File: src/rtl/fibo_pkg.sv
// rtl/fibo_pkg.sv - shared sizes, ALU opcodes and register roles for the Fibonacci calculator
package fibo_pkg;

    localparam int FIBO_SIZE   = 4;
    localparam int FIBO_DATA_W = 8;

    typedef enum logic [2:0] {
        OP_PASS = 3'b000,
        OP_ADD  = 3'b001,
        OP_SUB  = 3'b010,
        OP_DEC  = 3'b011,
        OP_INC  = 3'b100,
        OP_AND  = 3'b101,
        OP_OR   = 3'b110,
        OP_CLR  = 3'b111
    } opcode_e;

    localparam logic [1:0] REG_CNT  = 2'd0;
    localparam logic [1:0] REG_PREV = 2'd1;
    localparam logic [1:0] REG_CUR  = 2'd2;
    localparam logic [1:0] REG_TMP  = 2'd3;

endpackage

File: src/rtl/fibo_alu.sv
// rtl/fibo_alu.sv - combinational ALU, modulo 2^DATA_W, carry-out reported for ADD only
module fibo_alu
    import fibo_pkg::*;
#(
    parameter int DATA_W = FIBO_DATA_W
) (
    input  opcode_e             op,
    input  logic [DATA_W-1:0]   a,
    input  logic [DATA_W-1:0]   b,
    output logic [DATA_W-1:0]   y,
    output logic                carry
);

    logic [DATA_W:0] sum;

    always_comb begin
        sum   = {1'b0, a} + {1'b0, b};
        y     = '0;
        carry = 1'b0;
        case (op)
            OP_PASS: y = a;
            OP_ADD: begin
                y     = sum[DATA_W-1:0];
                carry = sum[DATA_W];
            end
            OP_SUB:  y = a - b;
            OP_DEC:  y = a - DATA_W'(1);
            OP_INC:  y = a + DATA_W'(1);
            OP_AND:  y = a & b;
            OP_OR:   y = a | b;
            OP_CLR:  y = '0;
            default: y = '0;
        endcase
    end

endmodule

File: src/rtl/fibo_datapath.sv
// rtl/fibo_datapath.sv - register file, ALU write-back, zero flag, result and sticky overflow
module fibo_datapath
    import fibo_pkg::*;
#(
    parameter int SIZE   = FIBO_SIZE,
    parameter int DATA_W = FIBO_DATA_W
) (
    input  logic                CLK,
    input  logic                RST_N,
    input  logic [SIZE-2:0]     alu_opcode,
    input  logic [SIZE-3:0]     rd_addr1,
    input  logic [SIZE-3:0]     rd_addr2,
    input  logic [SIZE-3:0]     wrt_addr,
    input  logic                wrt_en,
    input  logic                load_data,
    input  logic [DATA_W-1:0]   DATA_IN,
    output logic                ZERO_FLAG,
    output logic [DATA_W-1:0]   RESULT,
    output logic                OVERFLOW
);

    localparam int NREG = 2 ** (SIZE - 2);

    logic [DATA_W-1:0] rf_q [NREG];
    logic [DATA_W-1:0] rf_d [NREG];
    logic [DATA_W-1:0] result_q, result_d;
    logic              zero_q, zero_d;
    logic              ovf_q, ovf_d;

    logic [DATA_W-1:0] op_a, op_b, alu_y, wb_val;
    logic              alu_carry;

    // No bypass: operands come straight from the stored array.
    assign op_a = rf_q[rd_addr1];
    assign op_b = rf_q[rd_addr2];

    fibo_alu #(.DATA_W(DATA_W)) u_alu (
        .op    (opcode_e'(alu_opcode)),
        .a     (op_a),
        .b     (op_b),
        .y     (alu_y),
        .carry (alu_carry)
    );

    assign wb_val = load_data ? DATA_IN : alu_y;

    always_comb begin
        rf_d     = rf_q;
        result_d = result_q;
        zero_d   = zero_q;
        ovf_d    = ovf_q;
        if (wrt_en) begin
            rf_d[wrt_addr] = wb_val;
            result_d       = wb_val;
            zero_d         = (wb_val == '0);
            // A load replaces the ALU source, so it also wins over a coincident carry.
            if (load_data)
                ovf_d = 1'b0;
            else if (alu_carry)
                ovf_d = 1'b1;
        end
    end

    always_ff @(posedge CLK or negedge RST_N) begin
        if (!RST_N) begin
            for (int i = 0; i < NREG; i++)
                rf_q[i] <= '0;
            result_q <= '0;
            zero_q   <= 1'b1;
            ovf_q    <= 1'b0;
        end else begin
            rf_q     <= rf_d;
            result_q <= result_d;
            zero_q   <= zero_d;
            ovf_q    <= ovf_d;
        end
    end

    assign RESULT    = result_q;
    assign ZERO_FLAG = zero_q;
    assign OVERFLOW  = ovf_q;

endmodule

File: config.mk
export PLATFORM = sky130hd
export DESIGN_NAME = fibo_datapath
export DESIGN_NICKNAME = d
export VERILOG_FILES = /design/src/rtl/fibo_pkg.sv /design/src/rtl/fibo_alu.sv /design/src/rtl/fibo_datapath.sv
export SDC_FILE = /design/constraint.sdc
export NUM_CORES = 1
export LEC_CHECK = 0
export ABC_AREA = 1
export CORE_AREA = 2 2 92 94
export CTS_CLUSTER_SIZE = 12
export DETAILED_ROUTE_END_ITERATION = 6
export DIE_AREA = 0 0 94 96
export GPL_TIMING_DRIVEN = 1
export MAX_ROUTING_LAYER = met4
export SLEW_MARGIN = 20
export SYNTH_ARGS = -nofsm -noshare
export SYNTH_HDL_FRONTEND = slang
export SYNTH_HIERARCHICAL = 1
export SYNTH_SLANG_ARGS = --single-unit
export TNS_END_PERCENT = 50
File: constraint.sdc
create_clock -name CLK -period 4.1 [get_ports CLK]
set_input_delay 0.82 -clock CLK [delete_from_list [all_inputs] [get_ports CLK]]
set_output_delay 0.82 -clock CLK [all_outputs]
set_load 0.05 [all_outputs]
==> flow_summary.toml <==
[floorplanning]
die_area_sq_um = 9020
die_w_um = 94
std_cell_rows = 33
initial_core_util_pct = 42.0
pin_count = 31
core_sq_um = 8050
die_h_um = 96

[worst_setup_path]
setup.worst_path.start_class = "input port"
arrival_ps = 3910
max_stage_delay_ps = 560
rr_endpoint = "rf_q[23]$_DFFE_PN0P_"
cp_max_fo = 8
required_ps = 4250
rrSetupSlack_ps = 910
r2r-start = "rf_q[16]$_DFFE_PN0P_"
crit_path_end_kind = "register"
path_cells = "clkdlybuf4s50_1, inv_1, o21ai_0, o22ai_1, buf_4, ha_1, fa_1, nand3_1, nand2_1, o21ai_1, o221ai_1, o22ai_1, inv_1, o21ai_1, buf_4, o21ai_0"
startpoint = "rd_addr1[0]"
crit_type = "in -> reg"
ff2ff_path_depth = 24
slowest_stage = "clkdlybuf4s50_1"

[timing]
tns_ps = 0
min_period_ps = 3760
hold_viol_final = 0
fmax_ghz = 0.266
rsz0062_at_grt = "false"
setup-violations-final = 0
tightest_slew_ps = 946
fin_crit_sh_pct = 91.6
slew_viol_final = 0
skew_ps = 6.33
slew_headroom_pct = 36.9

[route]
post_drt_wl_per_cell_um = 15.2
wl_um = 10200
vias_per_cell = 5.20
drt_iter0_drc = 190
drc = 0
dr.pass1.iters = 5
vias = 3504
drtAntennaViolNets = 0

[clock_network]
cts_made_buffers = 5
clkTransAtPathRegs_ps = 80
cts_sinks = 42
cts_setup_buffers = 0
worstSkewPairLatency_ps = 300
htreeDepth = 2
cts-root-buf = "clkbuf_8"
clock_path_buffers = 2
cts_tree = "built"
cts_hold_buf = 0

[pwr]
leakagePower_nw = 2.16
power_frac_clock_pct = 17.0
netSwitchingPower_uw = 809
p_seq_share_pct = 30.3
powerDensity_nw_per_um2 = 450
p_int_mw = 1.11
sw_frac_of_total_pct = 42.1
combPwrFrac_pct = 52.8
ir_drop_mv = 0.265

[layout]
antennaDiodeCount = 0
final_cells = 674
final_common_cell = "nand2_1"
nFillCells = 792
final_cell_mix = "102 x nand2_1, 71 x o21ai_0, 57 x inv_1, 52 x nor2_1, 50 x buf_4"
final_nets = 615
seqCellArea_sq_um = 1050
multi_input_comb_area_sq_um = 2000
synthToLayoutAreaGrowth_pct = 26.3
drive_gt1_share_pct = 15.5

[synthesis]
syn_inst = 490
yosysUniqueCellTypes = 36
syn_area_sq_um = 3380
yosysWarnings = 6
synth_area_per_cell_sq_um = 6.90
synth-seq-area-share_pct = 31.1
ys_ff_latch = 42
synth_nets = 537

[min_path]
hold_path_startpoint = "ZERO_FLAG$_DFFE_PN1P_"
hold_end = "ZERO_FLAG$_DFFE_PN1P_"
min_path_type = "reg -> reg"
whs_path_depth = 2

[placed_design]
post-place-cells = 666
gp_congestion = 0.942
hpwl_um = 8280
port_buffers = 30

[run_status]
status = "complete, no violations"

[flow_run]
max_cap_violations = 0

[grt]
grt-ovfl-total = 0
antenna_found_initial = 0
grt_max_degree = 43
grt_pass1_wl_um = 16900
grt_pass1_vias = 3248
groute.usage.overall_pct = 24.9
-- Yosys cell counts (all sizes together) --
cell | n | share of area, %
a21oi | 21 | 3.2
fa | 2 | 1.2
bufinv | 1 | 0.52
a21boi | 1 | 0.22
dfstp | 1 | 0.78
o22ai | 19 | 3.5
inv | 67 | 7.4
dfrtp | 41 | 30
o21ai | 83 | 12
nand3 | 26 | 4.0
nand2 | 103 | 12
buf | 11 | 1.9
o221ai | 1 | 0.26
nor3 | 5 | 1.2
nand4 | 5 | 0.92
o21a | 1 | 0.22
o211ai | 2 | 0.44
ha | 24 | 8.9
mux2 | 3 | 1.0
xor2 | 5 | 1.3
nor2 | 58 | 6.8
o311ai | 1 | 0.26
a211oi | 1 | 0.22
o21bai | 1 | 0.22
a221oi | 2 | 0.52
or2 | 5 | 0.92
-- per-layer routing --
metal / vias up / share of wire [%] / global-route usage (%)
li1: 1779 / - / -
met1: 1625 / 46 / 33.4
met2: 79 / 47 / 39.2
met3: 21 / 4.4 / 2.43
met4: 0 / 3.3 / 9.66
met5: - / 0 / -
-- sequential cells by signal, summed over array words and instances (netlist names) --
register,cells
rf_q,32
RESULT,8
OVERFLOW,1
ZERO_FLAG,1
-- stage by stage --
step | instance area, sq um | power, mW | setup WS [ps] | utilization [%] | hold slack [ps]
after floorplan | 3380 | 1.18 | 450 | - | 464
after global placement | 4150 | 1.58 | -220 | 51.5 | 461
after detailed placement | 4150 | 1.59 | -222 | 51.5 | 458
after CTS | 4260 | 1.92 | 75.0 | 52.9 | 471
after global routing | 4270 | 2.08 | 19.9 | 53.1 | 495
final | 4270 | 1.92 | 343 | 53.1 | 470
-- repair_timing --
item	4_1_cts	5_1_grt
endpoints found under the setup margin	0	26
gates resized for setup	0	9
endpoints found under the hold margin	0	0
-- power groups by stage --
stage / clock network [mW] / logic [mW] / registers [mW]
detailed placement: 0 / 1.00 / 0.587
floorplan: 0 / 0.566 / 0.616
global route: 0.349 / 1.14 / 0.592
global placement: 0 / 0.991 / 0.586
finish: 0.326 / 1.01 / 0.582
CTS: 0.333 / 1.01 / 0.579
-- worst max-delay path, delay by kind of cell --
kind,cells,cell delay [ps]
AOI/OAI and AO/OA,7,1050
adders and majority gates,2,730
buffers and inverters,5,1120
and+or+nand+nor,2,190
-- worst max-delay path by stage --
stage	cells after the start	slack, ps	end
floorplan	27	450	ZERO_FLAG$_DFFE_PN1P_
detailed placement	25	-220	rf_q[15]$_DFFE_PN0P_
global placement	26	-220	rf_q[15]$_DFFE_PN0P_
CTS	25	70	rf_q[15]$_DFFE_PN0P_
finish	16	340	rf_q[28]$_DFFE_PN0P_
global route	20	20	rf_q[30]$_DFFE_PN0P_
-- layout make-up --
| type | count | share of cell area [%] |
|---|---|---|
| Clock buffer | 6 | 1.70 |
| Clock inverter | 2 | 0.878 |
| Inverter | 68 | 6.29 |
| Multi-Input combinational cell | 369 | 46.9 |
| Sequential cell | 42 | 24.6 |
| Tap cell | 105 | 3.07 |
| Timing Repair Buffer | 82 | 16.5 |
-- kinds of logic after synthesis --
kind of cell	Yosys count	synth area share [%]
fa+ha+maj	26	10.1
mux	3	0.998
simple gates	202	25.3
xor+xnor	5	1.29
compound gates	133	21.4
buf+inv	79	9.84
flops	42	31.1
No activity file was read; power rests on OpenSTA's default activity.
